==> config.mk <==
export PLATFORM = sky130hd
export DESIGN_NAME = pulse_sequencer_multi
export DESIGN_NICKNAME = d
export VERILOG_FILES = /design/src/rtl/pulse_sequencer_multi.sv
export SDC_FILE = /design/constraint.sdc
export NUM_CORES = 1
export LEC_CHECK = 0
export CORE_ASPECT_RATIO = 0.7
export CORE_UTILIZATION = 48
export CTS_CLUSTER_SIZE = 24
export DETAILED_ROUTE_END_ITERATION = 12
export PLACE_DENSITY = 0.92
export RECOVER_POWER = 50
export SLEW_MARGIN = 20
export SYNTH_ARGS = -nofsm -noshare
export SYNTH_HDL_FRONTEND = slang
export SYNTH_SLANG_ARGS = --single-unit
==> constraint.sdc <==
create_clock -name i_clock -period 6.79 [get_ports i_clock]
set_input_delay 2.037 -clock i_clock [delete_from_list [all_inputs] [get_ports i_clock]]
set_output_delay 2.037 -clock i_clock [all_outputs]
set_load 0.03 [all_outputs]
==> src/rtl/pulse_sequencer_multi.sv <==
// Multi-sweep one-hot pulse sequencer: programmable per-step durations, an idle gap
// between steps, selectable last step, repeat or loop sweeps, abort, busy/done status.
module pulse_sequencer_multi #(
    parameter int NB_STATE     = 2,
    parameter int N_STEPS      = 8,
    parameter int LOG2_N_STEPS = 3,
    parameter int NB_TIMER     = 8,
    parameter int NB_REPEAT    = 4
) (
    input  logic                        i_clock,
    input  logic                        i_reset,
    input  logic                        i_valid,
    input  logic                        i_trigger,
    input  logic                        i_abort,
    input  logic                        i_loop,
    input  logic [NB_REPEAT-1:0]        i_n_repeat,
    input  logic [LOG2_N_STEPS-1:0]     i_last_step,
    input  logic [N_STEPS*NB_TIMER-1:0] i_limit_time_bus,
    input  logic [NB_TIMER-1:0]         i_gap_time,
    output logic [N_STEPS-1:0]          o_pulse_bus,
    output logic [LOG2_N_STEPS-1:0]     o_step,
    output logic                        o_busy,
    output logic                        o_done,
    output logic [NB_STATE-1:0]         o_state
);

    localparam int N_SLOTS = 1 << LOG2_N_STEPS;

    localparam logic [LOG2_N_STEPS:0]   N_STEPS_EXT = (LOG2_N_STEPS + 1)'(N_STEPS);
    localparam logic [LOG2_N_STEPS-1:0] LAST_MAX    = LOG2_N_STEPS'(N_STEPS - 1);
    localparam logic [LOG2_N_STEPS-1:0] STEP_ONE    = LOG2_N_STEPS'(1);
    localparam logic [NB_TIMER-1:0]     TIMER_ONE   = NB_TIMER'(1);
    localparam logic [NB_REPEAT-1:0]    SWEEP_ONE   = NB_REPEAT'(1);
    localparam logic [N_SLOTS-1:0]      ONEHOT_BASE = N_SLOTS'(1);

    typedef enum logic [1:0] {
        ST_IDLE = 2'd0,
        ST_STEP = 2'd1,
        ST_GAP  = 2'd2,
        ST_DONE = 2'd3
    } state_t;

    typedef enum logic [1:0] {
        ACT_NEXT_STEP  = 2'd0,
        ACT_NEXT_SWEEP = 2'd1,
        ACT_FINISH     = 2'd2
    } step_action_t;

    state_t                  state_q,     state_d;
    logic [LOG2_N_STEPS-1:0] step_q,      step_d;
    logic [NB_TIMER-1:0]     timer_q,     timer_d;
    logic [NB_REPEAT-1:0]    sweep_q,     sweep_d;
    logic                    loop_q,      loop_d;
    logic [NB_REPEAT-1:0]    n_repeat_q,  n_repeat_d;
    logic [LOG2_N_STEPS-1:0] last_step_q, last_step_d;
    logic [N_STEPS-1:0]      pulse_bus_q, pulse_bus_d;
    logic                    busy_q,      busy_d;
    logic                    done_q,      done_d;

    logic [NB_TIMER-1:0]     limit_slot [N_SLOTS];
    logic [NB_TIMER-1:0]     cur_limit;
    logic [LOG2_N_STEPS-1:0] last_step_clamped;
    logic                    step_end;
    logic                    gap_on;
    logic                    gap_end;
    state_t                  after_step_state;
    step_action_t            step_action;
    logic [N_SLOTS-1:0]      onehot_d;

    // Slots beyond N_STEPS read as zero so any step index is a safe lookup.
    for (genvar k = 0; k < N_SLOTS; k++) begin : g_slot
        if (k < N_STEPS) begin : g_used
            assign limit_slot[k] = i_limit_time_bus[k*NB_TIMER +: NB_TIMER];
        end else begin : g_unused
            assign limit_slot[k] = '0;
        end
    end

    assign cur_limit         = limit_slot[step_q];
    assign last_step_clamped = ({1'b0, i_last_step} >= N_STEPS_EXT) ? LAST_MAX : i_last_step;

    // A zero-length step still occupies one cycle; >= keeps the timer bounded if L shrinks live.
    assign step_end = (cur_limit == '0) || (timer_q >= (cur_limit - TIMER_ONE));
    assign gap_on   = (i_gap_time != '0);
    assign gap_end  = !gap_on || (timer_q >= (i_gap_time - TIMER_ONE));

    assign after_step_state = gap_on ? ST_GAP : ST_STEP;

    always_comb begin
        if (step_q != last_step_q) begin
            step_action = ACT_NEXT_STEP;
        end else if (loop_q || (sweep_q != n_repeat_q)) begin
            step_action = ACT_NEXT_SWEEP;
        end else begin
            step_action = ACT_FINISH;
        end
    end

    always_comb begin
        // NOTE: every _d starts as its _q so no branch below can leave a signal unassigned and infer a latch.
        state_d     = state_q;
        step_d      = step_q;
        timer_d     = timer_q;
        sweep_d     = sweep_q;
        loop_d      = loop_q;
        n_repeat_d  = n_repeat_q;
        last_step_d = last_step_q;
        pulse_bus_d = pulse_bus_q;
        busy_d      = busy_q;
        done_d      = done_q;
        onehot_d    = '0;

        if (i_valid) begin
            if (i_abort) begin
                state_d = ST_IDLE;
                step_d  = '0;
                timer_d = '0;
                sweep_d = '0;
            end else begin
                unique case (state_q)
                    ST_IDLE: begin
                        if (i_trigger) begin
                            loop_d      = i_loop;
                            n_repeat_d  = i_n_repeat;
                            last_step_d = last_step_clamped;
                            step_d      = '0;
                            timer_d     = '0;
                            sweep_d     = '0;
                            state_d     = ST_STEP;
                        end
                    end
                    ST_STEP: begin
                        if (step_end) begin
                            timer_d = '0;
                            unique case (step_action)
                                ACT_NEXT_STEP: begin
                                    step_d  = step_q + STEP_ONE;
                                    state_d = after_step_state;
                                end
                                ACT_NEXT_SWEEP: begin
                                    sweep_d = sweep_q + SWEEP_ONE;
                                    step_d  = '0;
                                    state_d = after_step_state;
                                end
                                default: begin
                                    state_d = ST_DONE;
                                end
                            endcase
                        end else begin
                            timer_d = timer_q + TIMER_ONE;
                        end
                    end
                    ST_GAP: begin
                        if (gap_end) begin
                            timer_d = '0;
                            state_d = ST_STEP;
                        end else begin
                            timer_d = timer_q + TIMER_ONE;
                        end
                    end
                    ST_DONE: begin
                        state_d = ST_IDLE;
                        step_d  = '0;
                        timer_d = '0;
                        sweep_d = '0;
                    end
                    default: begin
                        state_d = ST_IDLE;
                    end
                endcase
            end

            // Outputs are decoded from the next state so they leave the flops with it.
            onehot_d    = ONEHOT_BASE << step_d;
            busy_d      = (state_d == ST_STEP) || (state_d == ST_GAP);
            done_d      = (state_d == ST_DONE);
            pulse_bus_d = '0;
            if ((state_d == ST_STEP) && (limit_slot[step_d] != '0)) begin
                pulse_bus_d = onehot_d[N_STEPS-1:0];
            end
        end
    end

    always_ff @(posedge i_clock) begin
        if (i_reset) begin
            // NOTE: the latched configuration is reset with the state so no flop ever powers up unknown.
            state_q     <= ST_IDLE;
            step_q      <= '0;
            timer_q     <= '0;
            sweep_q     <= '0;
            loop_q      <= 1'b0;
            n_repeat_q  <= '0;
            last_step_q <= '0;
            pulse_bus_q <= '0;
            busy_q      <= 1'b0;
            done_q      <= 1'b0;
        end else begin
            // NOTE: non-blocking assignments so every flop samples the pre-edge value of the others.
            state_q     <= state_d;
            step_q      <= step_d;
            timer_q     <= timer_d;
            sweep_q     <= sweep_d;
            loop_q      <= loop_d;
            n_repeat_q  <= n_repeat_d;
            last_step_q <= last_step_d;
            pulse_bus_q <= pulse_bus_d;
            busy_q      <= busy_d;
            done_q      <= done_d;
        end
    end

    assign o_pulse_bus = pulse_bus_q;
    assign o_step      = step_q;
    assign o_busy      = busy_q;
    assign o_done      = done_q;
    assign o_state     = NB_STATE'(state_q);

endmodule

* Yosys cells after proc, flatten, opt, wreduce, memory -nomap -nowiden
Cells that the tools add are included.
Storage, ports and cells: register bits after elaboration 35, input port bits 85, output and inout port bits 15, logic and storage cells 84
Operators by class: add/subtract/negate cells 5, order comparisons 4, equal/unequal tests 12, shift-type cells 1, mux-type cells 33, bitwise operators 3, reduce and logical (&&, ||, !) cells 16
Operator list (count):
- two-way mux 8 bit | 9
- binary-select mux 8 bit (select 3 bit) | 2
- case mux 8 bit (4 select lines) | 1
- two-way mux 2 bit | 9
- >= comparator 8 bit | 2
- two-way mux 4 bit | 4
- nonzero test 8 bit | 2
- subtractor 8 x 1 -> 8 bit (second input constant) | 2
- two-way mux 3 bit | 4
- case mux 4 bit (3 select lines) | 1
- case mux 3 bit (3 select lines) | 1
- adder 8 x 1 -> 8 bit (second input constant) | 1
- equality test 2 bit (second input constant) | 4
- >= comparator 4 bit (second input constant) | 2
- zero test 8 bit | 1
- NOT 3 -> 4 bit | 2
- case mux 2 bit (4 select lines) | 1
- << shifter 1 x 3 -> 8 bit (first input constant) | 1
- equality test 2 x 1 -> 1 bit (second input constant) | 3
- != test 3 bit (second input constant) | 2
- case mux 3 bit (2 select lines) | 1
- AND reduction 5 bit | 1
- adder 4 x 1 -> 4 bit (second input constant) | 1
- zero test 2 bit | 2
- 12 further kinds | 15

* Depth between registers and ports, before layout
Gate-level depths: netlist (run 1).
word-level depth 18, gate-level depth with buffers 24, mapped depth without buffers 21

* Worst setup path before layout (run 1)
No wires, ideal clock.
path type input-to-reg, start input port i_limit_time_bus[24], end register pulse_bus_q[2], in the netlist o_pulse_bus[2], library setup time 0.062 ns, arrival 6.101 ns, required time 6.728 ns, path slack 0.628 ns, stages on the path 21, buffers on the path 0, cell sequence mux4_2 > mux2i_1 > ha_1 > nand2_1 > inv_1 > nand3_1 > xnor2_1 > ha_1 > and3_1 > a221o_1 > a31o_2 > a31oi_4 > nor3_1 > a211o_1 > a21oi_1 > and3b_1 > ha_1 > nand2_1 > or2_2 > nor3b_2 > a32o_1
On the way: cells in the longest elaborated chain, start to end 17, elaborated cells on any way between the ends 24, those cells by class add/sub: 1; order compare: 1; eq/ne: 1; shift: 1; mux: 15; bitwise: 1; reduce/logical: 4
Ends and longest elaborated chain:
- start: declaration | line 18 | input logic [N_STEPS*NB_TIMER-1:0] i_limit_time_bus,
- binary-select mux 8 bit (select 3 bit) | line 79 | assign cur_limit = limit_slot[step_q];
- two-way mux 8 bit (implied by the code) (2 in a row) | line 79
- subtractor 8 x 1 -> 8 bit | line 83 | assign step_end = (cur_limit == '0) || (timer_q >= (cur_limit - TIMER_ONE));
- >= comparator 8 bit | line 83
- logical OR 1 bit | line 83
- two-way mux 3 bit | line 133 | if (step_end) begin
- case mux 3 bit (3 select lines) | line 120 | unique case (state_q)
- two-way mux 3 bit | line 114 | if (i_abort) begin
- two-way mux 3 bit | line 113 | if (i_valid) begin
- NOT 3 -> 4 bit (implied by the code) | line 178 | if ((state_d == ST_STEP) && (limit_slot[step_d] != '0)) begin
- binary-select mux 8 bit (select 3 bit) | line 178
- two-way mux 8 bit (implied by the code) (2 in a row) | line 178
- nonzero test 8 bit | line 178
- logical AND 1 bit | line 178
- two-way mux 8 bit (*) | line 178
- end signal: assignment | line 206 | pulse_bus_q <= pulse_bus_d;
- end: declaration | line 56 | logic [N_STEPS-1:0] pulse_bus_q, pulse_bus_d;
Mark *: on every way between the ends. The rest lies on a longest branch, timed or not. The select of a mux whose other input is x is not followed. A chain may end at the register's enable or synchronous reset.

* Worst setup path in the final report (run 1)
start input port i_limit_time_bus[52], end register pulse_bus_q[2], in the netlist o_pulse_bus[2]
The elaborated chain is that of the path after synthesis.

==> results of run 1 <==
routing by layer:
metal  wire length, um  vias to the layer above  global-route usage (%)
li1                  -                     1619                       -
met1              4572                     1657                   40.89
met2              4789                      180                   46.22
met3              1056                       19                   10.71
met4               135                        0                   7.190
met5                 0                        -                       0
placed cells by master (no fill, tap or decap), drive strengths merged, types with 4 or more instances in the layout:
| cell type | count |
|---|---|
| a31oi | 6 |
| clkbuf | 7 |
| nor4 | 15 |
| inv | 13 |
| ha | 30 |
| a22o | 5 |
| nand2 | 40 |
| o21ai | 13 |
| a2111oi | 4 |
| mux4 | 14 |
| dlygate4sd3 | 15 |
| xor2 | 7 |
| buf | 13 |
| xnor2 | 16 |
| nand2b | 7 |
| clkdlybuf4s50 | 84 |
| a21oi | 17 |
| nand3 | 20 |
| a21o | 4 |
| dfxtp | 35 |
| nor2 | 39 |
| and3 | 5 |
| a211oi | 7 |
| mux2i | 17 |
| nor3 | 12 |
report_power, final:
part | internal (mW) | total, mW | switching, mW | leakage (nW)
Combinational | 0.101 | 0.191 | 0.0903 | 1.42
Clock | 0.0829 | 0.171 | 0.0884 | 0.0474
Sequential | 0.209 | 0.215 | 0.00640 | 0.283
Total | 0.392 | 0.577 | 0.185 | 1.75
how the worst max path moves through the flow:
stage | cells past startpoint | start | end
after floorplan | 21 | i_limit_time_bus[24] | o_pulse_bus[2]$_SDFFE_PP0P_
after CTS | 22 | i_limit_time_bus[56] | o_pulse_bus[6]$_SDFFE_PP0P_
after detailed placement | 22 | i_limit_time_bus[20] | o_pulse_bus[6]$_SDFFE_PP0P_
after global placement | 22 | i_limit_time_bus[19] | o_pulse_bus[6]$_SDFFE_PP0P_
after global routing | 22 | i_limit_time_bus[25] | o_pulse_bus[2]$_SDFFE_PP0P_
final | 21 | i_limit_time_bus[52] | o_pulse_bus[2]$_SDFFE_PP0P_
tightest hold or removal path, delay by kind of cell (launching register included):
kind,cells,cell delay (ns)
AO/OA/AOI/OAI,1,0.05
flip-flops,1,0.32
AND/OR/NAND/NOR,1,0.05
cell usage after synthesis (all sizes together), types with 8 or more instances:
library cell   n
dfxtp         35
mux2i         17
mux4          14
nor4          15
nand3         20
xnor2         16
a21oi         17
nand2         40
inv           13
nor3          12
ha            30
o21ai         13
nor2          39
clkbuf         8
cell families after synthesis:
family                     count (synthesis)  share of synthesized area (%)
and+or+nand+nor                          157                          24.04
xor gates and xnor gates                  23                          6.304
AOI/OAI and AO/OA                         73                          16.64
muxes                                     31                          15.43
buffers and inverters                     27                          3.915
DFF                                       35                          21.93
adders and majority gates                 30                          11.75
layout make-up:
type,instances,area [um^2],share of cell area [%]
multi-input combinational,314,2405,53.93
timing repair buffer,113,1092,24.49
sequential,35,700.7,15.71
tap,91,113.9,2.553
clock buffer,6,82.58,1.852
inverter,13,48.80,1.094
clock inverter,2,16.27,0.3648
metrics by stage:
| stage | setup WS, ns | instances | instance area [um^2] |
|---|---|---|---|
| floorplan | 0.6278 | 376 | 3196 |
| global placement | -0.01392 | 566 | 4329 |
| detailed placement | -0.2863 | 566 | 4329 |
| CTS | 0.1465 | 574 | 4434 |
| global route | -0.01285 | 574 | 4459 |
| finish | 0.07450 | 574 | 4459 |
sequential cells by signal, indices dropped and copies added (netlist names):
name         cells
o_pulse_bus      8
last_step_q      3
o_state          2
n_repeat_q       4
o_done           1
timer_q          8
o_busy           1
o_step           3
loop_q           1
sweep_q          4
repair_timing:
action / 4_1_cts / 5_1_grt
pin swaps: 0 / 0
resized for setup: 1 / 6
hold buffers: 0 / 0
cloned: 0 / 0
setup endpoints to repair: 1 / 4
==> flow_summary_export.csv, run 1 <==
group,metric,value,unit
sta,worst_pin_slew,1.021,ns
detailed_routing,drc,0,
outcome,outcome,"completed",
critical_path,critPathKind,"in -> reg",
worst_hold_path,hp-class,"reg -> reg",
critical_path,arrival,6.96,ns
global_routing,gr-total-overflow,0,
die,num_rows,24,
synthesis,ys_warn_count,0,
detailed_routing,routed_wl,10550,um
cells_and_area,nFillCells,463,
synthesis,synth-edff-count,0,
synthesis,syn_avg_cell_area,8.499,um^2
sta,max_slew_margin,31.93,%
die,die_area,6993,um^2
critical_path,start_kind,"input port",
synthesis,synthTopCellsByArea,"dfxtp_1 (22%), ha_1 (12%), mux4_2 (8.5%)",
synthesis,netlist_area,3196,um^2
synthesis,synth_cell_types,56,
synthesis,syn-num-nets,491,
die,core,6336,um^2
critical_path,critical-path-max-stage-delay,0.86,ns
cts,clk_path_buf_depth,2,
critical_path,worst_ep_required_time,7.04,ns
global_routing,grt_max_degree,26,
pwr,powerDensity,129.5,nW/um^2
synthesis,synth-seq-cells,35,
placement,routabilityCongestion,0.9407,
critical_path,r2r_end,"o_pulse_bus[2]$_SDFFE_PP0P_",
critical_path,cp_slowest_cell,"a2111oi_1",
critical_path,cp_max_fo,4,
critical_path,r2r_setup_slack,0.68,ns
critical_path,r2r_cells,21,
global_routing,antenna_found_initial,0,
detailed_routing,wire_per_inst,18.39,um
cells_and_area,final_util,70.38,%
synthesis,yosysSeqAreaShare,21.93,%
cts,clk_latency,0.30,ns
critical_path,path_cells,"clkdlybuf4s50_1, nor2_1, a2111oi_1, nor4_4, and3_1, nand2_1, xnor2_1, ha_1, and3_1, a221o_1, a31o_2, a31oi_4, nor3_1, a211o_1, a21oi_1, and3b_1, ha_1, nand2_1, or2_2, nor3b_2, a32o_1",
placement,portBuffers,99,
critical_path,crit_path_end_kind,"register",
synthesis,ys.flop_type,"dfxtp_1",
sta,hold_ws,0.4732,ns
detailed_routing,drtAntennaViolNets,0,
critical_path,r2r_start,"o_step[1]$_SDFFE_PP0P_",
sta,skew,0.005914,ns
cts,post_cts_buffers,0,
synthesis,synth-async-reset-ratio,0,%
die,die_h,70.27,um
pwr,vdd_ir_drop_max,0.1095,mV
cells_and_area,drive_gt1_share,9.317,%
die,die_w,99.52,um
cts,root_buffer,"clkbuf_8",
synthesis,netlist_instances,376,
critical_path,critPathBufInv,1,
cells_and_area,area_growth,39.55,%
worst_hold_path,worstHoldEndpoint,"n_repeat_q[2]$_SDFFE_PP0P_",
cts,cts_tree,"yes",
worst_hold_path,holdPathStages,2,
cts,numCtsBuffers,5,
flow_run,drv_cap,0,
cts,cts_sinks,35,
sta,finalSetupViolations,0,
sta,fin_crit_sh,98.90,%
die,initial_core_util,50.43,%
detailed_routing,vias,3475,
placement,hpwl,8518,um
sta,fin_setup_tns,0,ns
die,io_pins,100,
critical_path,path_delay_family,"compound AO/OA/AOI/OAI gates",
global_routing,grt_usage,30.28,%
pwr,total_power,0.5774,mW
cells_and_area,antenna_cells,0,
pwr,power_leakage,1.749,nW
sta,period_minus_slack,6.715,ns
cells_and_area,fin_nets,597,
sta,max_freq,148.9,MHz
detailed_routing,first_pass_iters,5,
detailed_routing,vias_per_cell,6.054,
sta,drv_slew,0,
global_routing,grt_pass1_wl,16370,um
synthesis,synth_top_area_share,21.93,%
synthesis,synth_top_cell_by_area,"dfxtp_1",
cts,htree_levels,2,
worst_hold_path,hold_start,"n_repeat_q[2]$_SDFFE_PP0P_",
sta,hold_viol_final,0,
global_routing,grt_pass1_vias,3303,
detailed_routing,drtIter0Drc,243,
cts,path_clk_slew,0.08,ns
Note: power is estimated with default switching activity, not from simulation.
==> run 2: changes to the inputs <==
--- a/config.mk
+++ b/config.mk
@@ -7,2 +7,3 @@
 export LEC_CHECK = 0
+export CAP_MARGIN = 20
 export CORE_ASPECT_RATIO = 0.7
--- a/constraint.sdc
+++ b/constraint.sdc
@@ -3,2 +3,2 @@
 set_output_delay 2.037 -clock i_clock [all_outputs]
-set_load 0.03 [all_outputs]
+set_load 0.005 [all_outputs]
==> run 2 against run 1 <==
Hold slack hardly changed. Worst setup slack better by 0.031 ns. Die area stayed put. Clock skew is 0.0023 ns higher. Critical path type unchanged. Critical endpoint unchanged. Largest power group unchanged.
==> flow_summary_export.csv, run 2 (synthesis results as in run 1) <==
group,metric,value,unit
outcome,outcome,"completed",
cts,cts_tree,"yes",
critical_path,r2r_start,"o_step[1]$_SDFFE_PP0P_",
sta,period_minus_slack,6.685,ns
detailed_routing,first_pass_iters,5,
detailed_routing,drtIter0Drc,230,
cells_and_area,area_growth,39.43,%
sta,hold_viol_final,0,
sta,worst_pin_slew,1.007,ns
cells_and_area,drive_gt1_share,9.110,%
cts,root_buffer,"clkbuf_8",
global_routing,antenna_found_initial,0,
cells_and_area,fin_nets,597,
detailed_routing,wire_per_inst,18.37,um
sta,hold_ws,0.4730,ns
pwr,power_leakage,1.742,nW
detailed_routing,vias_per_cell,6.078,
die,core,6336,um^2
global_routing,grt_max_degree,26,
critical_path,r2r_setup_slack,0.70,ns
die,die_w,99.52,um
placement,routabilityCongestion,0.9407,
cts,clk_latency,0.31,ns
global_routing,grt_pass1_vias,3303,
critical_path,crit_path_end_kind,"register",
sta,max_freq,149.6,MHz
sta,fin_crit_sh,98.45,%
critical_path,crit_start,"i_limit_time_bus[52]",
critical_path,r2r_cells,21,
cells_and_area,final_cell_mix,"clkdlybuf4s50_1 (85), nand2_1 (40), nor2_1 (39)",
cells_and_area,final_common_cell,"clkdlybuf4s50_1",
detailed_routing,drc,0,
cts,numCtsBuffers,5,
cells_and_area,nFillCells,463,
global_routing,grt_pass1_wl,16370,um
flow_run,drv_cap,0,
cells_and_area,final_util,70.32,%
cells_and_area,antenna_cells,0,
placement,hpwl,8518,um
cts,clk_path_buf_depth,2,
die,die_area,6993,um^2
critical_path,worst_ep_required_time,7.04,ns
global_routing,grt_usage,30.28,%
die,die_h,70.27,um
worst_hold_path,holdPathStages,2,
cts,cts_sinks,35,
die,num_rows,24,
global_routing,gr-total-overflow,0,
cts,ctsHoldBuffers,0,
sta,max_slew_margin,32.86,%
die,initial_core_util,50.43,%
worst_hold_path,hp-class,"reg -> reg",
critical_path,r2r_end,"o_pulse_bus[2]$_SDFFE_PP0P_",
cells_and_area,seqCellArea,700.7,um^2
cts,htree_levels,2,
pwr,vdd_ir_drop_max,0.1090,mV
detailed_routing,vias,3489,
cts,path_clk_slew,0.08,ns
critical_path,cp_max_fo,4,
critical_path,start_kind,"input port",
sta,skew,0.008229,ns
critical_path,arrival,6.94,ns
detailed_routing,drtAntennaViolNets,0,
placement,portBuffers,99,
sta,drv_slew,0,
cells_and_area,multi_input_area,2405,um^2
cts,post_cts_buffers,0,
critical_path,critPathCapture,"o_pulse_bus[2]$_SDFFE_PP0P_",
pwr,powerDensity,128.8,nW/um^2
die,io_pins,100,
detailed_routing,routed_wl,10540,um
critical_path,critPathKind,"in -> reg",
sta,finalSetupViolations,0,
## run 2: cell count changes in the layout (fill, tap and decap cells not counted), sizes merged
| cell | change |
|---|---|
| buf | -1 |
| clkbuf | +1 |
| clkdlybuf4s50 | +1 |
| dlygate4sd3 | -1 |
## run 2: critical path, cell delays in order
cell	delay, ns
clkdlybuf4s50_1	0.52
nor2_1	0.08
a2111oi_1	0.86
nor4_4	0.09
and3_1	0.21
nand2_1	0.07
xnor2_1	0.12
ha_1	0.27
and3_1	0.20
a221o_1	0.36
a31o_2	0.24
a31oi_4	0.14
nor3_1	0.07
a211o_1	0.29
a21oi_1	0.17
and3b_1	0.22
ha_1	0.17
nand2_1	0.07
or2_2	0.34
nor3b_2	0.21
a32o_1	0.19
## run 2: cell type report
| class | count | share of cell area [%] |
|---|---|---|
| Inverter | 13 | 1.095 |
| Tap cell | 91 | 2.555 |
| Multi-Input combinational cell | 314 | 53.97 |
| Sequential cell | 35 | 15.73 |
| Clock inverter | 2 | 0.3651 |
| Timing Repair Buffer | 113 | 24.43 |
| Clock buffer | 6 | 1.853 |
## run 2: metal layers
metal	vias up	part of all wire [%]	global-route usage, %
met5	-	0	0
li1	1619	-	-
met3	23	9.1	10.71
met2	171	46	46.22
met4	0	1.4	7.190
met1	1676	44	40.89
## run 2: what timing repair did
action,in CTS,in global routing
gates resized for setup,1,6
endpoints found under the setup margin,1,4
cloned,0,0
## run 2: worst min-delay path by stage
| stage | from | end | slack, ns |
|---|---|---|---|
| 2_1_floorplan | loop_q$_SDFFE_PP0P_ | loop_q$_SDFFE_PP0P_ | 0.45 |
| 3_3_place_gp | o_pulse_bus[5]$_SDFFE_PP0P_ | o_pulse_bus[5]$_SDFFE_PP0P_ | 0.45 |
| 3_5_place_dp | o_pulse_bus[4]$_SDFFE_PP0P_ | o_pulse_bus[4]$_SDFFE_PP0P_ | 0.45 |
| 4_1_cts | last_step_q[0]$_SDFFE_PP0P_ | last_step_q[0]$_SDFFE_PP0P_ | 0.48 |
| 5_1_grt | loop_q$_SDFFE_PP0P_ | loop_q$_SDFFE_PP0P_ | 0.49 |
| 6_report | n_repeat_q[2]$_SDFFE_PP0P_ | n_repeat_q[2]$_SDFFE_PP0P_ | 0.47 |
## run 2: power by group
group	switching [mW]	total (mW)	internal, mW
registers	0.00649	0.215	0.209
logic	0.0868	0.187	0.101
clock network	0.0885	0.171	0.0829
total	0.182	0.574	0.392
## run 2: per-stage QoR
| stage | worst slack (ns) | TNS, ns | instances | total power [mW] | area [um^2] |
|---|---|---|---|---|---|
| final | 0.1055 | 0 | 574 | 0.5739 | 4456 |
| after global routing | -0.01285 | -0.01285 | 574 | 0.5971 | 4456 |
| after CTS | 0.1465 | 0 | 574 | 0.5696 | 4434 |
| after detailed placement | -0.2863 | -1.117 | 566 | 0.3995 | 4329 |
| after global placement | -0.01392 | -0.01392 | 566 | 0.3928 | 4329 |
| after floorplan | 0.6278 | 0 | 376 | 0.3082 | 3196 |
==> run 3: changes to the inputs <==
CORE_MARGIN = 4   (was default)
TNS_END_PERCENT = 10   (was default)
==> run 3 against run 2 <==
Count of clock-buffer cells in the layout is 1 lower. Fmax is 1.3% higher. Hold slack better by 0.0030 ns. Largest cell class unchanged. Largest power group unchanged.
==> flow_summary_export.csv, run 3 (synthesis results as in run 1) <==
group,metric,value,unit
critical_path,crit_path_end_kind,"register",
placement,routabilityCongestion,0.9360,
placement,dp.cells,561,
cts,numCtsBuffers,5,
cells_and_area,area_growth,39.15,%
flow_run,drv_cap,0,
pwr,powerDensity,135.2,nW/um^2
global_routing,grt_pass1_vias,3329,
critical_path,critical-path-max-stage-delay,0.53,ns
cts,ctsHoldBuffers,0,
cells_and_area,final_common_cell,"clkdlybuf4s50_1",
sta,hold_viol_final,0,
sta,max_slew_margin,29.26,%
cells_and_area,final_cell_mix,"clkdlybuf4s50_1 (85), nand2_1 (40), nor2_1 (39)",
cts,htree_levels,2,
die,die_h,76.27,um
placement,portBuffers,99,
pwr,vdd_ir_drop_max,0.09581,mV
critical_path,path_cells,"clkdlybuf4s50_1, mux4_2, mux2i_4, ha_1, nand2_1, inv_1, nand3_1, xnor2_1, ha_1, and3_1, a221o_1, a31o_2, a31oi_4, nor3_1, a211o_1, a21oi_2, and3b_1, ha_1, nand2_1, or2_2, nor3b_2, a32o_1",
sta,max_freq,151.6,MHz
detailed_routing,drtIter0Drc,346,
critical_path,critPathKind,"in -> reg",
cells_and_area,antenna_cells,0,
sta,finalSetupViolations,0,
die,num_rows,24,
die,die_w,105.5,um
global_routing,grt_usage,25.60,%
pwr,power_leakage,1.725,nW
cts,clk_latency,0.30,ns
worst_hold_path,holdPathStages,2,
global_routing,grt_max_degree,26,
cts,root_buffer,"clkbuf_8",
cells_and_area,postLayoutCellArea,4447,um^2
detailed_routing,routed_wl,10740,um
detailed_routing,vias_per_cell,6.076,
detailed_routing,drtAntennaViolNets,0,
global_routing,antenna_found_initial,0,
cells_and_area,layout.cells.non_filler,569,
critical_path,worst_path_most_repeated_cell,"ha_1",
sta,fin_crit_sh,97.15,%
global_routing,gr-total-overflow,0,
placement,hpwl,8590,um
die,initial_core_util,50.43,%
critical_path,path_delay_family,"compound AO/OA/AOI/OAI gates",
die,core,6336,um^2
detailed_routing,wire_per_inst,18.87,um
sta,worst_pin_slew,1.061,ns
sta,skew,0.007915,ns
critical_path,start_kind,"input port",
cts,path_clk_slew,0.08,ns
die,die_area,8047,um^2
outcome,outcome,"completed",
cts,clk_path_buf_depth,2,
cts,cts_sinks,35,
sta,drv_slew,0,
detailed_routing,vias,3457,
sta,fin_setup_tns,0,ns
worst_hold_path,hp-class,"reg -> reg",
detailed_routing,first_pass_iters,5,
critical_path,r2r_cells,22,
sta,period_minus_slack,6.596,ns
cts,cts_tree,"yes",
critical_path,arrival,6.83,ns
detailed_routing,drc,0,
placement,placed_cell_area,4292,um^2
critical_path,cp_slowest_cell,"mux4_2",
die,io_pins,100,
critical_path,critPathBufInv,2,
critical_path,worst_ep_required_time,7.02,ns
global_routing,grt_pass1_wl,16750,um
cells_and_area,drive_gt1_share,8.787,%
critical_path,cp_max_fo,3,
cells_and_area,fin_nets,592,
critical_path,cp.depth,22,
## run 3: layout make-up
class | count | area, um^2
repair buffers | 108 | 1051
multi-input cells | 314 | 2416
well taps | 91 | 113.9
fillers | 479 | 1889
clock buffers | 5 | 68.82
inverters | 13 | 48.80
clock inverters | 3 | 47.55
flip-flops and latches | 35 | 700.7
## run 3: final timing paths
path | slack [ns] | from | endpoint
max | 0.19 | i_limit_time_bus[56] | o_pulse_bus[2]$_SDFFE_PP0P_
min reg2reg | 0.48 | o_pulse_bus[4]$_SDFFE_PP0P_ | o_pulse_bus[4]$_SDFFE_PP0P_
max reg2reg | 0.82 | o_step[1]$_SDFFE_PP0P_ | o_pulse_bus[2]$_SDFFE_PP0P_
min | 0.48 | o_pulse_bus[4]$_SDFFE_PP0P_ | o_pulse_bus[4]$_SDFFE_PP0P_
## run 3: worst register-to-register path: cells and delay by family (launching register included)
| family | cells | cell delay (ns) |
|---|---|---|
| xor gates and xnor gates | 1 | 0.19 |
| AOI/OAI and AO/OA | 6 | 1.44 |
| muxes | 2 | 0.67 |
| DFF | 1 | 0.76 |
| and+or+nand+nor | 8 | 1.26 |
| buffers and inverters | 2 | 0.94 |
| adders and majority gates | 3 | 0.64 |
## run 3: routing by layer
metal	global-route usage [%]	part of all wire, %	vias up
met5	0	0	-
met4	3.881	0.55	0
met3	7.367	11	8
met2	38.87	45	218
met1	36.76	43	1622
li1	-	-	1609
## run 3: per-stage QoR
stage / power, mW / utilization [%] / hold slack, ns / worst slack [ns]
finish: 0.6013 / 70.18 / 0.4760 / 0.1938
CTS: 0.5947 / 69.57 / 0.4750 / 0.2086
global placement: 0.3909 / 67.73 / 0.4507 / 0.1344
detailed placement: 0.3957 / 67.73 / 0.4592 / -0.08535
global route: 0.6244 / 70.18 / 0.4942 / -0.04782
floorplan: 0.3082 / - / 0.4453 / 0.6278
## run 3: power breakdown
group | internal, mW | switching [mW]
registers | 0.209 | 0.00697
logic | 0.0994 | 0.0866
clock network | 0.111 | 0.0883
total | 0.419 | 0.182
## run 3: timing repair
action,in CTS,in global routing
buffers inserted,0,0
resized for setup,0,9
endpoints found under the setup margin,0,4
